[src/rtl/mem_stage_if.sv]
// Byte-wide request/acknowledge port between the memory stage and the memory controller.
// master = memory stage (issues byte requests), slave = memory controller (acks bytes).
// One byte moves per cycle in which mem_req_o and mem_ack_i are both high.
interface mem_stage_if #(
  parameter int ADDR_W = 32
);
  logic              mem_req_o;
  logic              mem_we_o;
  logic [ADDR_W-1:0] mem_addr_o;
  logic [7:0]        mem_wdata_o;
  logic [7:0]        mem_rdata_i;
  logic              mem_ack_i;

  modport master (
    output mem_req_o, mem_we_o, mem_addr_o, mem_wdata_o,
    input  mem_rdata_i, mem_ack_i
  );

  modport slave (
    input  mem_req_o, mem_we_o, mem_addr_o, mem_wdata_o,
    output mem_rdata_i, mem_ack_i
  );
endinterface

[src/rtl/mem_stage.sv]
// Memory stage: passes ALU/JAL results through and serialises loads/stores into byte transfers.
// Latency: non-memory ops 0 cycles; n-byte access = 1 detect + n access (+ waits) + 1 done cycle.
// Backpressure: stall_req_o holds upstream until the last byte is acked; the controller may wait freely.
module mem_stage #(
  parameter int ADDR_W = 32,
  parameter int DATA_W = 32
) (
  input  logic              clk,
  input  logic              rst,
  input  logic [DATA_W-1:0] rd_data_i,
  input  logic [4:0]        rd_addr_i,
  input  logic              rd_e_i,
  input  logic [ADDR_W-1:0] mem_addr_i,
  input  logic [4:0]        mem_length_i,
  mem_stage_if.master       mem,
  output logic              stall_req_o,
  output logic [DATA_W-1:0] rd_data_o,
  output logic [4:0]        rd_addr_o,
  output logic              rd_e_o
);

  typedef enum logic [1:0] {
    IDLE   = 2'd0,
    ACCESS = 2'd1,
    DONE   = 2'd2
  } state_t;

  state_t            state_q, state_d;
  logic [1:0]        cnt_q;
  logic [DATA_W-1:0] buf_q;
  logic [ADDR_W-1:0] base_q;
  logic [DATA_W-1:0] wdat_q;
  logic [1:0]        last_q;
  logic              store_q;
  logic              zext_q;

  logic [2:0]        bytes;
  logic [1:0]        last_idx;
  logic              start;
  logic              last_ack;
  logic              sign_b;
  logic              sign_h;
  logic [DATA_W-1:0] load_ext;

  assign bytes    = mem_length_i[2:0];
  assign start    = (state_q == IDLE) && (bytes != 3'd0);
  // Index of the final byte: 1 byte -> 0, 2 bytes -> 1, 4 bytes -> 3.
  assign last_idx = bytes[2] ? 2'd3 : (bytes[1] ? 2'd1 : 2'd0);
  assign last_ack = (state_q == ACCESS) && mem.mem_ack_i && (cnt_q == last_q);

  // Sign/zero extension of the assembled load word, chosen by access size.
  assign sign_b = buf_q[7]  & ~zext_q;
  assign sign_h = buf_q[15] & ~zext_q;
  always_comb begin
    load_ext = buf_q;
    case (last_q)
      2'd0:    load_ext = {{(DATA_W-8){sign_b}},  buf_q[7:0]};
      2'd1:    load_ext = {{(DATA_W-16){sign_h}}, buf_q[15:0]};
      default: load_ext = buf_q;
    endcase
  end

  // State register.
  always_ff @(posedge clk or posedge rst) begin
    if (rst) state_q <= IDLE;
    else     state_q <= state_d;
  end

  // Access context: latched on detect, byte counter and load buffer advance on each ack.
  always_ff @(posedge clk or posedge rst) begin
    if (rst) begin
      cnt_q   <= 2'd0;
      buf_q   <= '0;
      base_q  <= '0;
      wdat_q  <= '0;
      last_q  <= 2'd0;
      store_q <= 1'b0;
      zext_q  <= 1'b0;
    end else if (start) begin
      cnt_q   <= 2'd0;
      buf_q   <= '0;
      base_q  <= mem_length_i[3] ? mem_addr_i : rd_data_i[ADDR_W-1:0];
      wdat_q  <= rd_data_i;
      last_q  <= last_idx;
      store_q <= mem_length_i[3];
      zext_q  <= mem_length_i[4];
    end else if ((state_q == ACCESS) && mem.mem_ack_i) begin
      if (!store_q) buf_q[{cnt_q, 3'b000} +: 8] <= mem.mem_rdata_i;
      cnt_q <= cnt_q + 2'd1;
    end
  end

  // Next state and all outputs; reset forces every output low immediately.
  always_comb begin
    state_d         = state_q;
    mem.mem_req_o   = 1'b0;
    mem.mem_we_o    = 1'b0;
    mem.mem_addr_o  = '0;
    mem.mem_wdata_o = 8'h00;
    stall_req_o     = 1'b0;
    rd_data_o       = '0;
    rd_addr_o       = 5'd0;
    rd_e_o          = 1'b0;
    case (state_q)
      IDLE: begin
        rd_addr_o = rd_addr_i;
        if (bytes == 3'd0) begin
          rd_data_o = rd_data_i;
          rd_e_o    = rd_e_i;
        end else begin
          stall_req_o = 1'b1;
          state_d     = ACCESS;
        end
      end
      ACCESS: begin
        mem.mem_req_o  = 1'b1;
        mem.mem_we_o   = store_q;
        mem.mem_addr_o = base_q + {{(ADDR_W-2){1'b0}}, cnt_q};
        if (store_q) mem.mem_wdata_o = wdat_q[{cnt_q, 3'b000} +: 8];
        stall_req_o = 1'b1;
        rd_addr_o   = rd_addr_i;
        if (last_ack) state_d = DONE;
      end
      DONE: begin
        rd_addr_o = rd_addr_i;
        if (!store_q) begin
          rd_e_o    = rd_e_i;
          rd_data_o = load_ext;
        end
        state_d = IDLE;
      end
      default: state_d = IDLE;
    endcase
    if (rst) begin
      mem.mem_req_o   = 1'b0;
      mem.mem_we_o    = 1'b0;
      mem.mem_addr_o  = '0;
      mem.mem_wdata_o = 8'h00;
      stall_req_o     = 1'b0;
      rd_data_o       = '0;
      rd_addr_o       = 5'd0;
      rd_e_o          = 1'b0;
    end
  end

endmodule

[src/flat_wrapper.sv]
// flat-port wrapper written by rule: the top's interface ports become plain ports
module mem_stage_flat 
#(
  parameter int ADDR_W = 32,
  parameter int DATA_W = 32
)
  (clk, rst, rd_data_i, rd_addr_i, rd_e_i, mem_addr_i, mem_length_i, stall_req_o, rd_data_o, rd_addr_o, rd_e_o, mem_mem_req_o, mem_mem_we_o, mem_mem_addr_o, mem_mem_wdata_o, mem_mem_rdata_i, mem_mem_ack_i);
  mem_stage_if #(.ADDR_W(ADDR_W)) mem_i ();
  input  logic clk;
  input  logic rst;
  input  logic [DATA_W-1:0] rd_data_i;
  input  logic [4:0] rd_addr_i;
  input  logic rd_e_i;
  input  logic [ADDR_W-1:0] mem_addr_i;
  input  logic [4:0] mem_length_i;
  output logic stall_req_o;
  output logic [DATA_W-1:0] rd_data_o;
  output logic [4:0] rd_addr_o;
  output logic rd_e_o;
  output wire logic [$bits(mem_i.mem_req_o)-1:0] mem_mem_req_o;
  output wire logic [$bits(mem_i.mem_we_o)-1:0] mem_mem_we_o;
  output wire logic [$bits(mem_i.mem_addr_o)-1:0] mem_mem_addr_o;
  output wire logic [$bits(mem_i.mem_wdata_o)-1:0] mem_mem_wdata_o;
  input wire logic [$bits(mem_i.mem_rdata_i)-1:0] mem_mem_rdata_i;
  input wire logic [$bits(mem_i.mem_ack_i)-1:0] mem_mem_ack_i;
  assign mem_mem_req_o = mem_i.mem_req_o;
  assign mem_mem_we_o = mem_i.mem_we_o;
  assign mem_mem_addr_o = mem_i.mem_addr_o;
  assign mem_mem_wdata_o = mem_i.mem_wdata_o;
  assign mem_i.mem_rdata_i = mem_mem_rdata_i;
  assign mem_i.mem_ack_i = mem_mem_ack_i;
  mem_stage #(.ADDR_W(ADDR_W), .DATA_W(DATA_W)) u_core (.clk(clk), .rst(rst), .rd_data_i(rd_data_i), .rd_addr_i(rd_addr_i), .rd_e_i(rd_e_i), .mem_addr_i(mem_addr_i), .mem_length_i(mem_length_i), .mem(mem_i), .stall_req_o(stall_req_o), .rd_data_o(rd_data_o), .rd_addr_o(rd_addr_o), .rd_e_o(rd_e_o));
endmodule
[config.mk]
export PLATFORM = sky130hd
export DESIGN_NAME = mem_stage_flat
export DESIGN_NICKNAME = d
export VERILOG_FILES = /design/src/rtl/mem_stage_if.sv /design/src/rtl/mem_stage.sv /design/src/flat_wrapper.sv
export SDC_FILE = /design/constraint.sdc
export NUM_CORES = 1
export LEC_CHECK = 0
export BUFFER_PORTS_ARGS = -buffer_cell sky130_fd_sc_hd__buf_2
export CORE_UTILIZATION = 36
export DETAILED_ROUTE_END_ITERATION = 12
export GPL_ROUTABILITY_DRIVEN = 0
export MAX_ROUTING_LAYER = met4
export PLACE_DENSITY = 0.69
export SYNTH_ARGS = -nofsm -noshare
export SYNTH_HDL_FRONTEND = slang
export SYNTH_SLANG_ARGS = --single-unit
[constraint.sdc]
create_clock -name clk -period 2.94 [get_ports clk]
set_input_delay 0.147 -clock clk [delete_from_list [all_inputs] [get_ports clk]]
set_output_delay 0.147 -clock clk [all_outputs]
set_load 0.01 [all_outputs]
-- Word-level counts from Yosys, hierarchy flattened
Cells that the tools add are included.
- add/subtract/negate cells: 3
- bitwise logic cells: 3
- reductions and logical operators: 11
- eq/ne operators: 7
- mux-type cells: 35
- shift-type cells: 3
- operators with widths (operator ; number):
    two-way mux 32 bit ; 9
    one-hot mux 32 bit (2 select lines) ; 2
    adder 32 x 2 -> 32 bit ; 1
    bitwise mux 32 bit ; 1
    variable shift 8 x 7 -> 32 bit (first input constant) ; 1
    variable part select 32 x 6 -> 8 bit ; 1
    variable part select 8 x 7 -> 32 bit ; 1
    two-way mux 8 bit ; 3
    two-way mux 1 bit ; 10
    two-way mux 2 bit ; 5
    two-way mux 5 bit ; 2
    negator 5 -> 7 bit ; 1
    == test 2 x 1 -> 1 bit (second input constant) ; 2
    logical NOT 2 bit ; 2
    inequality test 2 bit (second input constant) ; 2
    one-hot mux 1 bit (2 select lines) ; 2
    one-hot mux 2 bit (2 select lines) ; 1
    AND reduction 2 bit ; 2
    logical AND 1 bit ; 3
    logical NOT 3 bit ; 1
    nonzero test 3 bit ; 1
    OR reduction 3 bit ; 1
    adder 2 x 1 -> 2 bit (second input constant) ; 1
    bitwise AND 1 bit ; 2
    5 further kinds ; 5
- logic and storage cells: 70
- output and inout bits: 81
- flip-flop bits (word level): 104

-- Longest topological paths before layout
Gate-level depths: netlist of the first run.
- word-level depth: 6
- gate-level depth with buffers: 7

-- Least setup slack after synthesis of the first run
OpenSTA, ideal clock, no wires.
- path kind: flip-flop to output port
- start point: register u_core.cnt_q[0]
- end point: output port mem_mem_addr_o[26]
- arrival: 2.264 ns
- cell stages (with the launch flop): 8
- data required time: 2.793 ns
- slack: 0.529 ns
- buffers on the path: 1
- cell sequence: dfrtp_1 -> ha_1 -> fa_1 -> nand4_2 -> or3_1 -> clkbuf_1 -> or4_1 -> a21oi_1
- word-level cells in the longest chain between the ends: 3
- RTL lines (item ; line ; source):
    start, declared ; mem_stage.sv:29 ; logic [1:0] cnt_q;
    start signal, assigned ; mem_stage.sv:89 ; cnt_q <= cnt_q + 2'd1;
    adder 32 x 2 -> 32 bit ; mem_stage.sv:118 ; mem.mem_addr_o = base_q + {{(ADDR_W-2){1'b0}}, cnt_q};
    two-way mux 32 bit ; mem_stage.sv:104 ; case (state_q)
    two-way mux 32 bit ; mem_stage.sv:134 ; if (rst) begin
    end, declared ; flat_wrapper.sv:22 ; output wire logic [$bits(mem_i.mem_addr_o)-1:0] mem_mem_addr_o;
No other way between the ends.

-- Final worst setup path of the first run
- start point: register u_core.base_q[0]
- end point: output port mem_mem_addr_o[26]
- word-level cells in the longest chain between the ends: 3
- RTL lines (item ; line ; source):
    start, declared ; mem_stage.sv:31 ; logic [ADDR_W-1:0] base_q;
    start signal, assigned ; mem_stage.sv:82 ; base_q <= mem_length_i[3] ? mem_addr_i : rd_data_i[ADDR_W-1:0];
    adder 32 x 2 -> 32 bit ; mem_stage.sv:118 ;
    two-way mux 32 bit ; mem_stage.sv:104 ;
    two-way mux 32 bit ; mem_stage.sv:134 ;
No other way between the ends.

==> results of run 1 <==
cell type report:
type,count,area share [%]
Antenna cell,1,0.0336
Clock buffer,9,3.03
Clock inverter,5,0.487
Inverter,10,0.538
Multi-Input combinational cell,468,44.4
Sequential cell,104,35.0
Tap cell,220,3.70
Timing Repair Buffer,179,12.8
worst max-delay path: cells and delay by family, from the launching register on:
kind                     cells  cell delay, ps
flip-flops                   1             360
adder cells (fa/ha/maj)      2             540
buffers and inverters        1             140
AND/OR/NAND/NOR              3            1100
AO/OA/AOI/OAI                1             140
path summary, 6_finish.rpt:
check | start | to | cells after the start
worst max-delay path | u_core.base_q[0]$_DFFE_PP0P_ | mem_mem_addr_o[26] | 7
worst min-delay path | mem_length_i[4] | u_core.zext_q$_DFFE_PP0P_ | 3
worst max register to register | u_core.state_q[0]$_DFFE_PP0P_ | u_core.wdat_q[17]$_DFFE_PP0P_ | 5
worst min register to register | u_core.buf_q[21]$_DFFE_PP0P_ | u_core.buf_q[21]$_DFFE_PP0P_ | 1
max in group asynchronous | rst | u_core.base_q[19]$_DFFE_PP0P_ | 4
min in group asynchronous | rst | u_core.zext_q$_DFFE_PP0P_ | 3
flip-flops by register name, summed over array words and instances, names as in the netlist:
signal          count
u_core.wdat_q      32
u_core.store_q      1
u_core.zext_q       1
u_core.state_q      2
u_core.cnt_q        2
u_core.last_q       2
u_core.buf_q       32
u_core.base_q      32
report_power, final:
part,internal (mW),total [mW],leakage [nW],switching (mW)
Combinational,1.26,2.77,1.97,1.51
Clock,0.565,1.09,0.119,0.527
Sequential,2.01,2.61,1.31,0.592
metrics by stage:
| stage | std cells | hold WS (ps) | power, mW | setup WS (ps) | util (%) |
|---|---|---|---|---|---|
| finish | 996 | 10.0 | 6.47 | 157 | 44.9 |
| global route | 996 | 27.6 | 6.92 | -7.28 | 44.9 |
| CTS | 995 | 8.09 | 6.45 | 33.3 | 44.8 |
| detailed placement | 980 | 341 | 5.34 | 392 | 43.1 |
| global placement | 980 | 343 | 5.27 | 441 | 43.1 |
| floorplan | 633 | 251 | 4.40 | 60.8 | - |
placed cells by master, fill, tap and decap left out, types with 6 or more instances in the layout:
cell type / count
a21oi_1: 42
dfrtp_1: 104
mux4_2: 8
inv_1: 9
a32oi_1: 16
nand2b_1: 17
clkbuf_16: 9
mux2_2: 32
and2_1: 16
o21ai_0: 49
buf_2: 166
a22oi_1: 9
or4_1: 9
o31ai_1: 9
nor2_1: 52
xnor2_1: 10
ha_1: 6
a31o_2: 8
and4_1: 6
or3_1: 10
nand2_1: 50
and3_1: 10
mux2i_1: 35
nand3_1: 9
a22o_1: 25
buf_4: 10
logic make-up after synthesis:
family | after synthesis | share of synthesized area (%)
DFF | 104 | 42.6
muxes | 75 | 14.6
xor gates and xnor gates | 13 | 1.86
and+or+nand+nor | 211 | 18.3
AOI/OAI and AO/OA | 162 | 17.2
adders and majority gates | 7 | 1.56
buffers and inverters | 61 | 3.95
per-layer routing:
layer	vias up	GRT usage, %
met5	-	-
met4	0	4.85
met3	21	4.46
met2	201	37.4
met1	2667	30.4
li1	2595	-
what timing repair did:
| action | 4_1_cts | 5_1_grt |
|---|---|---|
| resized for setup | 1 | 4 |
| setup endpoints to repair | 2 | 7 |
| endpoints found under the hold margin | 53 | 0 |
| hold buffers | 1 | 0 |
| pin swaps | 0 | 0 |
==> flow_metrics.env, run 1 <==
export IMPL_slew_headroom_pct=37.4
export IMPL_rows=47
export IMPL_syn_area_sq_um=6110
export IMPL_final_cell_area_sq_um=7440
export IMPL_synth_cell_types=48
export IMPL_place_area_sq_um=7150
export IMPL_seq_area_sq_um=2600
export IMPL_crit_arrival_ps=2640
export IMPL_cts_tree="yes"
export IMPL_top_layer_used="met4"
export IMPL_hold_path_class="input port to register"
export IMPL_antenna_found_initial=1
export IMPL_synthTopCellsByCount="104 x dfrtp_1, 52 x nor2_1, 51 x nand2_1, 49 x o21ai_0, 42 x a21oi_1"
export IMPL_grt_pass1_vias=5219
export IMPL_required_ps=2790
export IMPL_die_h_um=132
export IMPL_yosysTopAreaCellShare_pct=42.6
export IMPL_via_per_inst=5.51
export IMPL_ys_warn_count=0
export IMPL_skew_ps=5.36
export IMPL_grt_pass1_wl_um=30200
export IMPL_hold_viol=0
export IMPL_portBuffers=166
export IMPL_async_reset_ff_share_pct=100
export IMPL_finalWorstPathRequiredPeriod_ps=2780
export IMPL_place_detailed_hpwl_um=14600
export IMPL_met3_wirelength_um=1420
export IMPL_wl_met2_um=9250
export IMPL_multiInputGateArea_sq_um=3310
export IMPL_cts_setup_buffers=0
export IMPL_wl_met1_um=8570
export IMPL_htreeDepth=3
export IMPL_ys_flop_type="dfrtp_1"
export IMPL_drtIter0Drc=402
export IMPL_setup_tns_ps=0
export IMPL_worstSetupPathType="register to output port"
export IMPL_die_area_sq_um=17500
export IMPL_clockBufferDepth=2
export IMPL_finalNetCount=865
export IMPL_drive_gt1_share_pct=33.2
export IMPL_cpPeakStageDelay_ps=510
export IMPL_cts_clk_slew_worst_paths_ps=70
export IMPL_numCtsBuffers=9
export IMPL_synth_seq_cells=104
export IMPL_critPathMaxFanout=9
export IMPL_clock_latency_ps=340
export IMPL_gr_total_overflow=0
export IMPL_postSynthCellCount=633
export IMPL_fp_dieW_um=132
export IMPL_grt_max_degree=55
export IMPL_finalMaxSlewViolations=0
export IMPL_max_freq_mhz=359
export IMPL_peakVddDrop_mv=0.402
export IMPL_synth_most_common_cell="dfrtp_1"
export IMPL_wl_per_cell_um=19.6
export IMPL_syn2layout_area_growth_pct=21.8
export IMPL_clock_sinks=104
export IMPL_core_sq_um=16600
export IMPL_cts_root_buf="clkbuf_16"
export IMPL_yosysSeqAreaShare_pct=42.6
export IMPL_synthTopCellsByArea="dfrtp_1 43%, mux2_2 5.9%, mux2i_1 5.7%, o21ai_0 4.0%, a22o_1 3.6%"
export IMPL_first_pass_iters=5
export IMPL_setup_viol=0
export IMPL_cp_end_kind="output port"
export IMPL_yosys_area_top_type="dfrtp_1"
export IMPL_post_route_period_util_pct=94.7
export IMPL_avgSynthCellArea_sq_um=9.66
export IMPL_outcome="finished clean"
export IMPL_grtUsageTotal_pct=23.2
export IMPL_vias=5484
export IMPL_cap_violations=0
export IMPL_start_util_pct=36.9
export IMPL_synth_nets=726
export IMPL_drtAntennaViolNets=0
export IMPL_synth_edff_count=0
export IMPL_tightest_slew_ps=939
export IMPL_path_cells="ha_1 > fa_2 > nand4_4 > or3_4 > or4_1 > a21oi_1 > buf_2"
export IMPL_r2r_slack_ps=650
export IMPL_wl_um=19500
export IMPL_io_pins=167
export IMPL_power_per_cell_area_nw_per_um2=869
export IMPL_start_kind="register"
export IMPL_drc=0
export IMPL_fillers=1631
export IMPL_cp_slowest_cell="or4_1"
export IMPL_leakage_nw=3.41
Note: power is estimated with default switching activity, not from simulation.
==> run 2: changes to the inputs <==
- RECOVER_POWER: default -> 50
==> flow_metrics.env, run 2 (same netlist as run 1, synthesis figures left out) <==
export IMPL_io_pins=167
export IMPL_portBuffers=166
export IMPL_finalNetCount=865
export IMPL_mostFrequentLayoutCell="buf_2"
export IMPL_first_pass_iters=5
export IMPL_wl_per_cell_um=19.6
export IMPL_grtUsageTotal_pct=23.2
export IMPL_reg_top3="u_core.base_q: 32 flops, u_core.buf_q: 32 flops, u_core.wdat_q: 32 flops"
export IMPL_antenna_found_initial=1
export IMPL_slew_headroom_pct=-37.5
export IMPL_power_per_cell_area_nw_per_um2=870
export IMPL_finalMaxSlewViolations=55
export IMPL_max_freq_mhz=359
export IMPL_cts_root_buf="clkbuf_16"
export IMPL_start_util_pct=36.9
export IMPL_violations="max-capacitance violations, max-slew violations"
export IMPL_finalWorstPathRequiredPeriod_ps=2790
export IMPL_tightest_slew_ps=2060
export IMPL_wl_um=19500
export IMPL_rows=47
export IMPL_hold_path_class="input port to register"
export IMPL_clockBufferDepth=2
export IMPL_core_sq_um=16600
export IMPL_grt_max_degree=55
export IMPL_gr_total_overflow=0
export IMPL_clock_latency_ps=350
export IMPL_fp_dieW_um=132
export IMPL_clock_sinks=104
export IMPL_post_route_period_util_pct=94.8
export IMPL_peakVddDrop_mv=0.401
export IMPL_grt_pass1_wl_um=30200
export IMPL_drc=0
export IMPL_hold_slack_ps=7.13
export IMPL_start_kind="register"
export IMPL_cts_clk_slew_worst_paths_ps=70
export IMPL_utilization_pct=44.7
export IMPL_die_h_um=132
export IMPL_syn2layout_area_growth_pct=21.3
export IMPL_required_ps=2790
export IMPL_htreeDepth=3
export IMPL_setup_tns_ps=0
export IMPL_die_area_sq_um=17500
export IMPL_skew_ps=5.56
export IMPL_vias=5460
export IMPL_hold_viol=0
export IMPL_drtAntennaViolNets=0
export IMPL_cp_end_kind="output port"
export IMPL_critPathMaxFanout=9
export IMPL_worstSetupPathType="register to output port"
export IMPL_drive_gt1_share_pct=32.1
export IMPL_setup_viol=0
export IMPL_grt_pass1_vias=5219
export IMPL_drtIter0Drc=428
export IMPL_mostFrequentLayoutCells="162 x buf_2, 104 x dfrtp_1, 52 x nor2_1, 51 x nand2_1, 49 x o21ai_0"
export IMPL_place_detailed_hpwl_um=14600
export IMPL_cts_tree="yes"
export IMPL_numCtsBuffers=9
export IMPL_path_cells="ha_1 > fa_2 > nand4_4 > or3_4 > or4_1 > a21oi_1 > buf_2"
export IMPL_cp_slowest_cell="or4_1"
export IMPL_cap_violations=1
export IMPL_crit_arrival_ps=2640
export IMPL_outcome="finished, violations left"
export IMPL_leakage_nw=3.38
export IMPL_cpPeakStageDelay_ps=510
export IMPL_via_per_inst=5.48
## run 2: power breakdown
part | internal, mW | switching (mW)
Clock | 0.565 | 0.527
Combinational | 1.24 | 1.51
Sequential | 2.01 | 0.591
Total | 3.82 | 2.63
## run 2: per-stage QoR
| step | setup slack, ps | area (sq um) | total power [mW] | instances |
|---|---|---|---|---|
| 2_1_floorplan | 60.8 | 6110 | 4.40 | 633 |
| 3_3_place_gp | 441 | 7150 | 5.27 | 980 |
| 3_5_place_dp | 392 | 7150 | 5.34 | 980 |
| 4_1_cts | 33.3 | 7420 | 6.45 | 995 |
| 5_1_grt | -7.28 | 7420 | 6.90 | 996 |
| 6_report | 153 | 7420 | 6.45 | 996 |
## run 2: final cells by class
| type | instances | area [sq um] |
|---|---|---|
| well taps | 220 | 275 |
| flip-flops and latches | 104 | 2600 |
| clock buffers | 9 | 225 |
| diodes | 1 | 2.50 |
| multi-input cells | 468 | 3300 |
| repair buffers | 179 | 935 |
| fillers | 1636 | 9170 |
| inverters | 10 | 37.5 |
| clock inverters | 5 | 36.3 |
## run 2: metal layers
layer  vias up  global-route usage, %  wire, um
met2       183                   37.4      9340
met1      2661                   30.4      8650
li1       2595                      -         -
met3        21                   4.46      1240
met5         -                      -         0
met4         0                   4.85       253
## run 2: path summary, 6_finish.rpt
check	from	end	slack [ps]	depth (start not counted)
min in group asynchronous	rst	u_core.state_q[0]$_DFFE_PP0P_	1110	3
worst max register to register	u_core.cnt_q[1]$_DFFE_PP0N_	u_core.buf_q[2]$_DFFE_PP0P_	280	5
worst max-delay path	u_core.base_q[0]$_DFFE_PP0P_	mem_mem_addr_o[26]	150	7
worst min register to register	u_core.buf_q[20]$_DFFE_PP0P_	u_core.buf_q[20]$_DFFE_PP0P_	500	1
worst min-delay path	mem_length_i[4]	u_core.zext_q$_DFFE_PP0P_	7	3
max in group asynchronous	rst	u_core.wdat_q[15]$_DFFE_PP0P_	520	4
## run 2: critical path, delay by kind of cell, from the launching register on
kind / cells / cell delay [ps]
buffers and inverters: 1 / 140
flip-flops: 1 / 360
AND/OR/NAND/NOR: 3 / 1110
AO/OA/AOI/OAI: 1 / 140
adder cells (fa/ha/maj): 2 / 540
## run 2: what timing repair did
| item | 4_1_cts | 5_1_grt |
|---|---|---|
| pin swaps | 0 | 0 |
| resized for setup | 1 | 4 |
| endpoints found under the hold margin | 53 | 0 |
| gates cloned | 0 | 0 |
| setup buffers | 0 | 0 |
| endpoints found under the setup margin | 2 | 7 |
| hold buffers | 1 | 0 |
